--- src/rtl/regfile_wr_arbiter.sv ---
// Write-port sequencer for the 4-entry register file: arbitrates requesters A and B,
// runs the clear sequence, turns idle cycles into refresh writes and forwards pending data to A.
module regfile_wr_arbiter #(
    parameter int              DW         = 16,
    parameter int              AW         = 2,
    parameter int              AUTO_CLEAR = 1,
    parameter logic [DW-1:0]   CLR_VAL    = '0
) (
    input  logic          clk,
    input  logic          rst_n,
    input  logic          wvalid_a,
    input  logic [AW-1:0] wdest_a,
    input  logic [DW-1:0] wdata_a,
    output logic          wready_a,
    input  logic          wvalid_b,
    input  logic [AW-1:0] wdest_b,
    input  logic [DW-1:0] wdata_b,
    output logic          wready_b,
    input  logic          clr_req,
    output logic          busy,
    output logic          clr_done,
    input  logic [AW-1:0] rsel_a,
    output logic [DW-1:0] rdata_a,
    output logic [AW-1:0] rf_rd,
    output logic [DW-1:0] rf_result,
    output logic [AW-1:0] rf_rs,
    input  logic [DW-1:0] rf_o_b,
    input  logic [DW-1:0] rf_o_r0,
    input  logic [DW-1:0] rf_o_r1,
    input  logic [DW-1:0] rf_o_r2,
    input  logic [DW-1:0] rf_o_r3
);

    localparam int          NREG      = 2 ** AW;
    localparam logic [AW-1:0] LAST_REG = AW'(NREG - 1);

    localparam logic [0:0] ST_CLEAR = 1'b0;
    localparam logic [0:0] ST_RUN   = 1'b1;
    localparam logic [0:0] ST_INIT  = (AUTO_CLEAR != 0) ? ST_CLEAR : ST_RUN;

    logic [0:0]    state;
    logic [AW-1:0] clr_cnt;
    logic [AW-1:0] wr_rd_q;
    logic [DW-1:0] wr_data_q;
    logic          wr_pend;
    logic          rr_ptr;
    logic          clr_done_q;

    logic          arb_open;
    logic          grant_a;
    logic          grant_b;
    logic [DW-1:0] hold_val;
    logic [DW-1:0] o_r [4];

    assign o_r[0] = rf_o_r0;
    assign o_r[1] = rf_o_r1;
    assign o_r[2] = rf_o_r2;
    assign o_r[3] = rf_o_r3;

    // rr_ptr only breaks ties; a lone requester is granted regardless of it.
    always_comb begin
        arb_open = rst_n && (state == ST_RUN) && !clr_req;
        grant_a  = arb_open && wvalid_a && (!wvalid_b || !rr_ptr);
        grant_b  = arb_open && wvalid_b && (!wvalid_a ||  rr_ptr);
    end

    // NOTE: every variable written in always_comb gets a default first, so no path can infer a latch.
    always_comb begin
        hold_val = '0;
        for (int i = 0; i < 4; i++) begin
            if (wr_rd_q == AW'(i)) hold_val = o_r[i];
        end
    end

    assign wready_a = grant_a;
    assign wready_b = grant_b;
    assign busy     = (state == ST_CLEAR);
    assign clr_done = clr_done_q;

    // The register file writes every cycle, so an idle slot rewrites the addressed entry with itself.
    assign rf_rd     = wr_rd_q;
    assign rf_result = !rst_n  ? '0
                     : wr_pend ? wr_data_q
                     :           hold_val;

    assign rf_rs   = rsel_a;
    assign rdata_a = (wr_pend && (wr_rd_q == rsel_a)) ? wr_data_q : rf_o_b;

    // NOTE: state registers use non-blocking assignments so every flop samples pre-edge values.
    always_ff @(posedge clk or negedge rst_n) begin
        if (!rst_n) begin
            state      <= ST_INIT;
            clr_cnt    <= '0;
            wr_pend    <= 1'b0;
            wr_rd_q    <= '0;
            wr_data_q  <= '0;
            rr_ptr     <= 1'b0;
            clr_done_q <= 1'b0;
        end else begin
            clr_done_q <= 1'b0;
            if (state == ST_CLEAR) begin
                wr_rd_q   <= clr_cnt;
                wr_data_q <= CLR_VAL;
                wr_pend   <= 1'b1;
                clr_cnt   <= clr_cnt + 1'b1;
                if (clr_cnt == LAST_REG) begin
                    state      <= ST_RUN;
                    clr_done_q <= 1'b1;
                end
            end else if (clr_req) begin
                state   <= ST_CLEAR;
                clr_cnt <= '0;
                wr_pend <= 1'b0;
            end else if (grant_a) begin
                wr_rd_q   <= wdest_a;
                wr_data_q <= wdata_a;
                wr_pend   <= 1'b1;
                rr_ptr    <= 1'b1;
            end else if (grant_b) begin
                wr_rd_q   <= wdest_b;
                wr_data_q <= wdata_b;
                wr_pend   <= 1'b1;
                rr_ptr    <= 1'b0;
            end else begin
                wr_pend <= 1'b0;
            end
        end
    end

endmodule

--- config.mk ---
export PLATFORM = sky130hd
export DESIGN_NAME = regfile_wr_arbiter
export DESIGN_NICKNAME = d
export VERILOG_FILES = /design/src/rtl/regfile_wr_arbiter.sv
export SDC_FILE = /design/constraint.sdc
export NUM_CORES = 1
export LEC_CHECK = 0
export ABC_AREA = 1
export CORE_MARGIN = 2
export CORE_UTILIZATION = 35
export DETAILED_ROUTE_END_ITERATION = 8
export PLACE_DENSITY = 0.8
export SETUP_SLACK_MARGIN = 0.15
export SKIP_LAST_GASP = 1
export SYNTH_ARGS = -nofsm -noshare
export SYNTH_HDL_FRONTEND = slang
export SYNTH_SLANG_ARGS = --single-unit
--- constraint.sdc ---
create_clock -name clk -period 2.93 [get_ports clk]
set_input_delay 0.4395 -clock clk [delete_from_list [all_inputs] [get_ports clk]]
set_output_delay 0.4395 -clock clk [all_outputs]
set_load 0.05 [all_outputs]
==> results.py, run 1 <==
metrics = {
    "cells_and_area": {
        "instances_no_fill": 594,
        "multi_input_area_um2": 1360,
        "drive_gt1_frac": 0.143,
        "fill_cells": 538,
        "regArea_um2": 601,
        "syn_to_final_growth_pct": 87.4,
        "diodes": 0,
        "design_area_um2": 4290,
        "fin_nets": 642,
    },
    "timing": {
        "clock.fmax_ghz": 0.408,
        "tightest_slew_ns": 0.524,
        "finalSetupViolations": 0,
        "rsz0062_at_grt": "no",
        "max_slew_margin": 0.650,
        "fin_crit_ns": 2.45,
        "drv_slew": 0,
        "hold_violations": 0,
        "fin_ws_ns": 0.478,
        "fin_worst_skew_ns": 0.00820,
        "tns_ns": 0,
        "fin_crit_sh": 0.837,
    },
    "synth": {
        "avgSynthCellArea_um2": 6.28,
        "synthFlopType": "dfrtp_1",
        "ys_warn_count": 0,
        "synth.area.top_cells": "dfrtp_1 (26%), nand2_1 (22%), o21ai_0 (7.4%)",
        "synth_seq_area_share": 0.262,
        "synthDistinctLibCells": 34,
        "ys_ff_latch": 24,
        "synth.most_common_cell": "nand2_1",
        "synth_top_area_cell": "dfrtp_1",
        "synth_top_area_frac": 0.262,
        "synth_common_cells": "nand2_1 (137), inv_1 (39), o21ai_0 (34), nand3_1 (25), dfrtp_1 (24)",
        "netlist_area_um2": 2290,
        "synthArstFlopShare": 1.00,
        "synth_nets": 489,
        "synth_edf_count": 0,
        "syn_inst": 365,
    },
    "grt": {
        "grt_pass1_vias": 2816,
        "antenna_found_initial": 0,
        "grt_pass1_wl_um": 13300,
        "grtUsageTotal": 0.224,
        "grt_max_degree": 33,
        "grt-ovfl-total": 0,
    },
    "clock_network": {
        "clk_pin_slew_ns": 0.09,
        "clk_latency_ns": 0.27,
        "ctsHoldBuffers": 0,
        "h-tree-depth": 1,
        "post_cts_resized": 0,
        "clockBufferDepth": 2,
        "post_cts_buffers": 0,
        "cts_tree": "yes",
        "cts_made_buffers": 3,
        "cts_root_buffer": "clkbuf_8",
        "cts.sinks": 24,
    },
    "worst_setup_path": {
        "critPathLaunchType": "input pin",
        "cp_common_cell": "nand2_4",
        "critical_path.max_fanout": 24,
        "path_class": "in2out",
        "critPathSlowestCell": "clkdlybuf4s50_1",
        "required_ns": 2.49,
        "end_kind": "output pin",
        "critPathArrivalTime_ns": 2.01,
        "path_cells": "clkdlybuf4s50_1 -> buf_4 -> nand2_4 -> nor2_8 -> nand2_4 -> inv_6 -> buf_12",
        "critPathMaxStageDelay_ns": 0.48,
    },
    "floorplanning": {
        "dieArea_um2": 7210,
        "die_y_um": 84.9,
        "fp.coreArea_um2": 6350,
        "ios": 163,
        "row_count": 29,
        "start_util": 0.361,
        "die_x_um": 84.9,
    },
    "place": {
        "place_area_um2": 4240,
        "dpl.hpwl_um": 6850,
        "io_buffers": 162,
        "dp_cells": 590,
        "gp_congestion": 0.850,
        "dp_slack_ns": 0.486,
    },
    "status": {
        "run_status": "complete, no violations",
    },
    "routing": {
        "drcViolationCount": 0,
        "drtIter0Drc": 78,
        "postRouteAntennaNets": 0,
        "dr.pass1.iters": 4,
        "via_count": 2856,
        "route.final.wire_length_um": 8300,
        "post_drt_wl_per_cell_um": 14.0,
        "vias_per_cell": 4.81,
    },
    "power_and_ir_drop": {
        "p_leak_nw": 1.94,
        "power_density_nw_per_um2": 723,
        "p_total_mw": 3.10,
        "ir_drop_v": 0.000395,
    },
    "job": {
        "drv_cap": 0,
    },
    "hold_path": {
        "hp-class": "in2async",
    },
}
## flip-flops by register name (all words and copies together) (netlist names)
name	count
wr_data_q	16
wr_pend	1
state	1
clr_cnt	2
rr_ptr	1
clr_done	1
rf_rd	2
## cell usage in the layout (no fill, tap or decap), drive strengths merged
cell type | netlist | final
clkbuf | 5 | 4
a21oi | 11 | 11
inv | 41 | 41
buf | 17 | 42
or2 | 4 | 4
nand4 | 2 | 2
ha | 1 | 1
nand3 | 28 | 28
o21ai | 63 | 63
clkdlybuf4s50 | 0 | 128
o22ai | 5 | 5
o211ai | 4 | 4
dfrtp | 24 | 24
o221ai | 1 | 1
xnor2 | 1 | 1
nand2 | 142 | 142
nor2 | 16 | 16
## cell families after synthesis
family | share of synthesized area
compound gates | 0.214
xor+xnor | 0.00382
fa+ha+maj | 0.00546
buf+inv | 0.144
flops | 0.262
simple gates | 0.371
## worst max-delay path, delay by kind of cell
family                 cells  cell delay, ns
buffers and inverters      4            1.11
and+or+nand+nor            3            0.45
## cell type report
| class | instances | area share |
|---|---|---|
| flip-flops and latches | 24 | 0.140 |
| clock buffers | 4 | 0.0128 |
| well taps | 77 | 0.0224 |
| repair buffers | 170 | 0.471 |
| multi-input cells | 278 | 0.317 |
| inverters | 41 | 0.0370 |
## metrics by stage
| step | utilization | hold slack (ns) |
|---|---|---|
| CTS | 0.676 | 0.465 |
| detailed placement | 0.667 | 0.525 |
| finish | 0.676 | 0.463 |
| global route | 0.676 | 0.481 |
| floorplan | - | 0.144 |
| global placement | 0.667 | 0.517 |
## power by group
part / internal (mW) / switching [mW] / leakage [nW] / total, mW
logic: 0.991 / 1.42 / 1.59 / 2.41
clock network: 0.120 / 0.106 / 0.0288 / 0.226
registers: 0.400 / 0.0680 / 0.318 / 0.468
## metal layers
| metal | up-vias | wire length (µm) | track usage |
|---|---|---|---|
| met5 | - | 0 | 0 |
| met4 | 0 | 80 | 0.0476 |
| met3 | 7 | 553 | 0.0195 |
| met2 | 118 | 4180 | 0.407 |
| met1 | 1257 | 3490 | 0.291 |
| li1 | 1474 | - | - |
## final timing paths
path	startpoint	end	slack, ns	cells after the start
worst max-delay path	rst_n	wready_a	0.48	7
worst max register to register	state$_DFF_PN0_	wr_data_q[12]$_DFFE_PN0P_	1.23	6
worst min-delay path	rst_n	clr_done$_DFF_PN0_	0.46	2
max in group asynchronous	rst_n	wr_data_q[5]$_DFFE_PN0P_	1.99	3
worst min register to register	clr_cnt[1]$_DFFE_PN0P_	clr_cnt[1]$_DFFE_PN0P_	0.55	2
min in group clk	clr_cnt[1]$_DFFE_PN0P_	clr_cnt[1]$_DFFE_PN0P_	0.55	2
(Power assumes the default switching activity.)
==> run 2: changes to the inputs <==
Clock period 2.93 ns to 2.33 ns, I/O delays scaled along.
==> run 2 against run 1 <==
Compared with the run above:
- flip-flop and latch count stayed put
- worst setup slack got worse by 0.27 ns
- clock-buffer cell count is the same
- sequential power up 26%
- global-route usage rose by 1.6 points
- sequential share of layout area shrank 0.44 points
- largest power group unchanged
==> results.py, run 2 (synthesized netlist as in run 1, its figures left out) <==
metrics = {
    "timing": {
        "fin_worst_skew_ns": 0.00327,
        "fin_crit_ns": 2.12,
        "finalSetupViolations": 0,
        "tightest_slew_ns": 0.514,
        "hold_violations": 0,
        "fin_crit_sh": 0.909,
        "max_slew_margin": 0.657,
        "drv_slew": 0,
        "hold_slack_ns": 0.295,
        "clock.fmax_ghz": 0.472,
        "rsz0062_at_grt": "yes",
        "tns_ns": 0,
    },
    "job": {
        "drv_cap": 0,
    },
    "power_and_ir_drop": {
        "ir_drop_v": 0.000564,
        "swShare": 0.516,
        "power_density_nw_per_um2": 940,
        "pwr-share-seq": 0.142,
        "p_leak_nw": 1.97,
        "p_total_mw": 4.17,
        "power_switching_mw": 2.16,
        "p_int_mw": 2.02,
        "pwr-share-comb": 0.791,
        "p_clk_frac": 0.067,
    },
    "routing": {
        "route.final.wire_length_um": 8820,
        "drcViolationCount": 0,
        "post_drt_wl_per_cell_um": 14.7,
        "via_count": 2933,
        "wl_met2_um": 4450,
        "vias_per_cell": 4.89,
        "highest_layer": "met4",
        "drtIter0Drc": 73,
        "dr.pass1.iters": 4,
        "wl_met1_um": 3660,
        "dr_wl_met3_um": 619,
        "postRouteAntennaNets": 0,
    },
    "grt": {
        "grt_max_degree": 33,
        "grtUsageTotal": 0.240,
        "grt-ovfl-total": 0,
        "grt_pass1_wl_um": 14100,
        "antenna_found_initial": 0,
        "grt_pass1_vias": 2936,
    },
    "worst_setup_path": {
        "critPathLaunchType": "input pin",
        "end_kind": "output pin",
        "path_class": "in2out",
        "r2r_slack_ns": 0.71,
        "cp_common_cell": "buf_12",
        "r2r-end": "rf_rd[1]$_DFFE_PN0P_",
        "critPathMaxStageDelay_ns": 0.53,
        "critPathLaunch": "rsel_a[0]",
        "required_ns": 1.98,
        "critPathArrivalTime_ns": 1.77,
        "path_cells": "clkdlybuf4s50_1 -> o21ai_2 -> a21oi_2 -> nand2_2 -> buf_12 -> o21ai_1 -> buf_12",
        "r2r-start": "state$_DFF_PN0_",
        "critPathSlowestCell": "clkdlybuf4s50_1",
        "critical_path.max_fanout": 32,
        "r2r_cells": 7,
    },
    "clock_network": {
        "clk_latency_ns": 0.26,
        "cts_root_buffer": "clkbuf_8",
        "cts.sinks": 24,
        "cts_made_buffers": 3,
        "h-tree-depth": 1,
        "clockBufferDepth": 2,
        "clk_pin_slew_ns": 0.08,
        "cts_tree": "yes",
    },
    "cells_and_area": {
        "syn_to_final_growth_pct": 93.8,
        "layout_commonest_cell": "nand2_1",
        "top_register": "wr_data_q",
        "utilization": 0.699,
        "design_area_um2": 4440,
        "fill_cells": 533,
        "fin_nets": 648,
        "drive_gt1_frac": 0.207,
        "largest_reg_flops": 16,
        "final_cell_mix": "nand2_1 (137), clkdlybuf4s50_1 (123), inv_1 (38)",
        "diodes": 0,
    },
    "hold_path": {
        "hp-class": "in2async",
    },
    "floorplanning": {
        "die_x_um": 84.9,
        "start_util": 0.361,
        "ios": 163,
        "dieArea_um2": 7210,
        "die_y_um": 84.9,
        "row_count": 29,
        "fp.coreArea_um2": 6350,
    },
    "place": {
        "io_buffers": 162,
        "place_area_um2": 4310,
        "gp_congestion": 0.823,
        "dpl.hpwl_um": 7120,
    },
    "status": {
        "run_status": "complete, no violations",
    },
}
## run 2: cell count changes in the layout (fill, tap and decap cells not counted), sizes merged
cell	change
inv	-2
buf	+7
dlygate4sd3	+1
clkdlybuf4s50	-5
clkbuf	+1
clkinv	+1
clkinvlp	+3
## run 2: critical path, delay by kind of cell
kind	cells	cell delay, ns
simple gates	1	0.07
compound gates	3	0.45
buf+inv	3	0.88
## run 2: area by class of cell
class                   count  area, µm²  share of cell area
inverters                  41        168              0.0378
multi-input cells         278       1440               0.325
repair inverters            2       12.5             0.00282
well taps                  77       96.3              0.0217
repair buffers            174       2060               0.465
flip-flops and latches     24        602               0.136
clock buffers               4       55.1              0.0124
## run 2: stage by stage
step	instances	setup WS, ns
2_1_floorplan	365	-0.0910
3_3_place_gp	592	0.255
3_5_place_dp	592	0.169
4_1_cts	597	0.144
5_1_grt	600	0.110
6_report	600	0.211
## run 2: timing repair
item                                    4_1_cts  5_1_grt
pin swaps                                     0        1
endpoints found under the setup margin       16       32
gates cloned                                  0        2
hold buffers                                  1        0
hold endpoints to repair                      1        0
resized for setup                             2       12
setup buffers                                 0        1
## run 2: worst max-delay path by stage
| stage | end |
|---|---|
| final | rdata_a[7] |
| after global routing | rf_result[15] |
| after CTS | rdata_a[5] |
| after detailed placement | rdata_a[5] |
| after global placement | rdata_a[10] |
| after floorplan | rdata_a[10] |
## run 2: per-layer routing
metal,vias to the layer above,GRT usage
met3,8,0.0302
met4,0,0.0548
met1,1314,0.305
met2,120,0.433
met5,-,0
li1,1491,-
## run 2: power groups by stage
stage	Combinational (mW)	Clock, mW	Sequential [mW]
6_report	3.30	0.281	0.591
5_1_grt	3.54	0.304	0.602
4_1_cts	3.25	0.286	0.574
3_5_place_dp	3.24	0	0.579
3_3_place_gp	3.16	0	0.572
2_1_floorplan	1.85	0	0.645
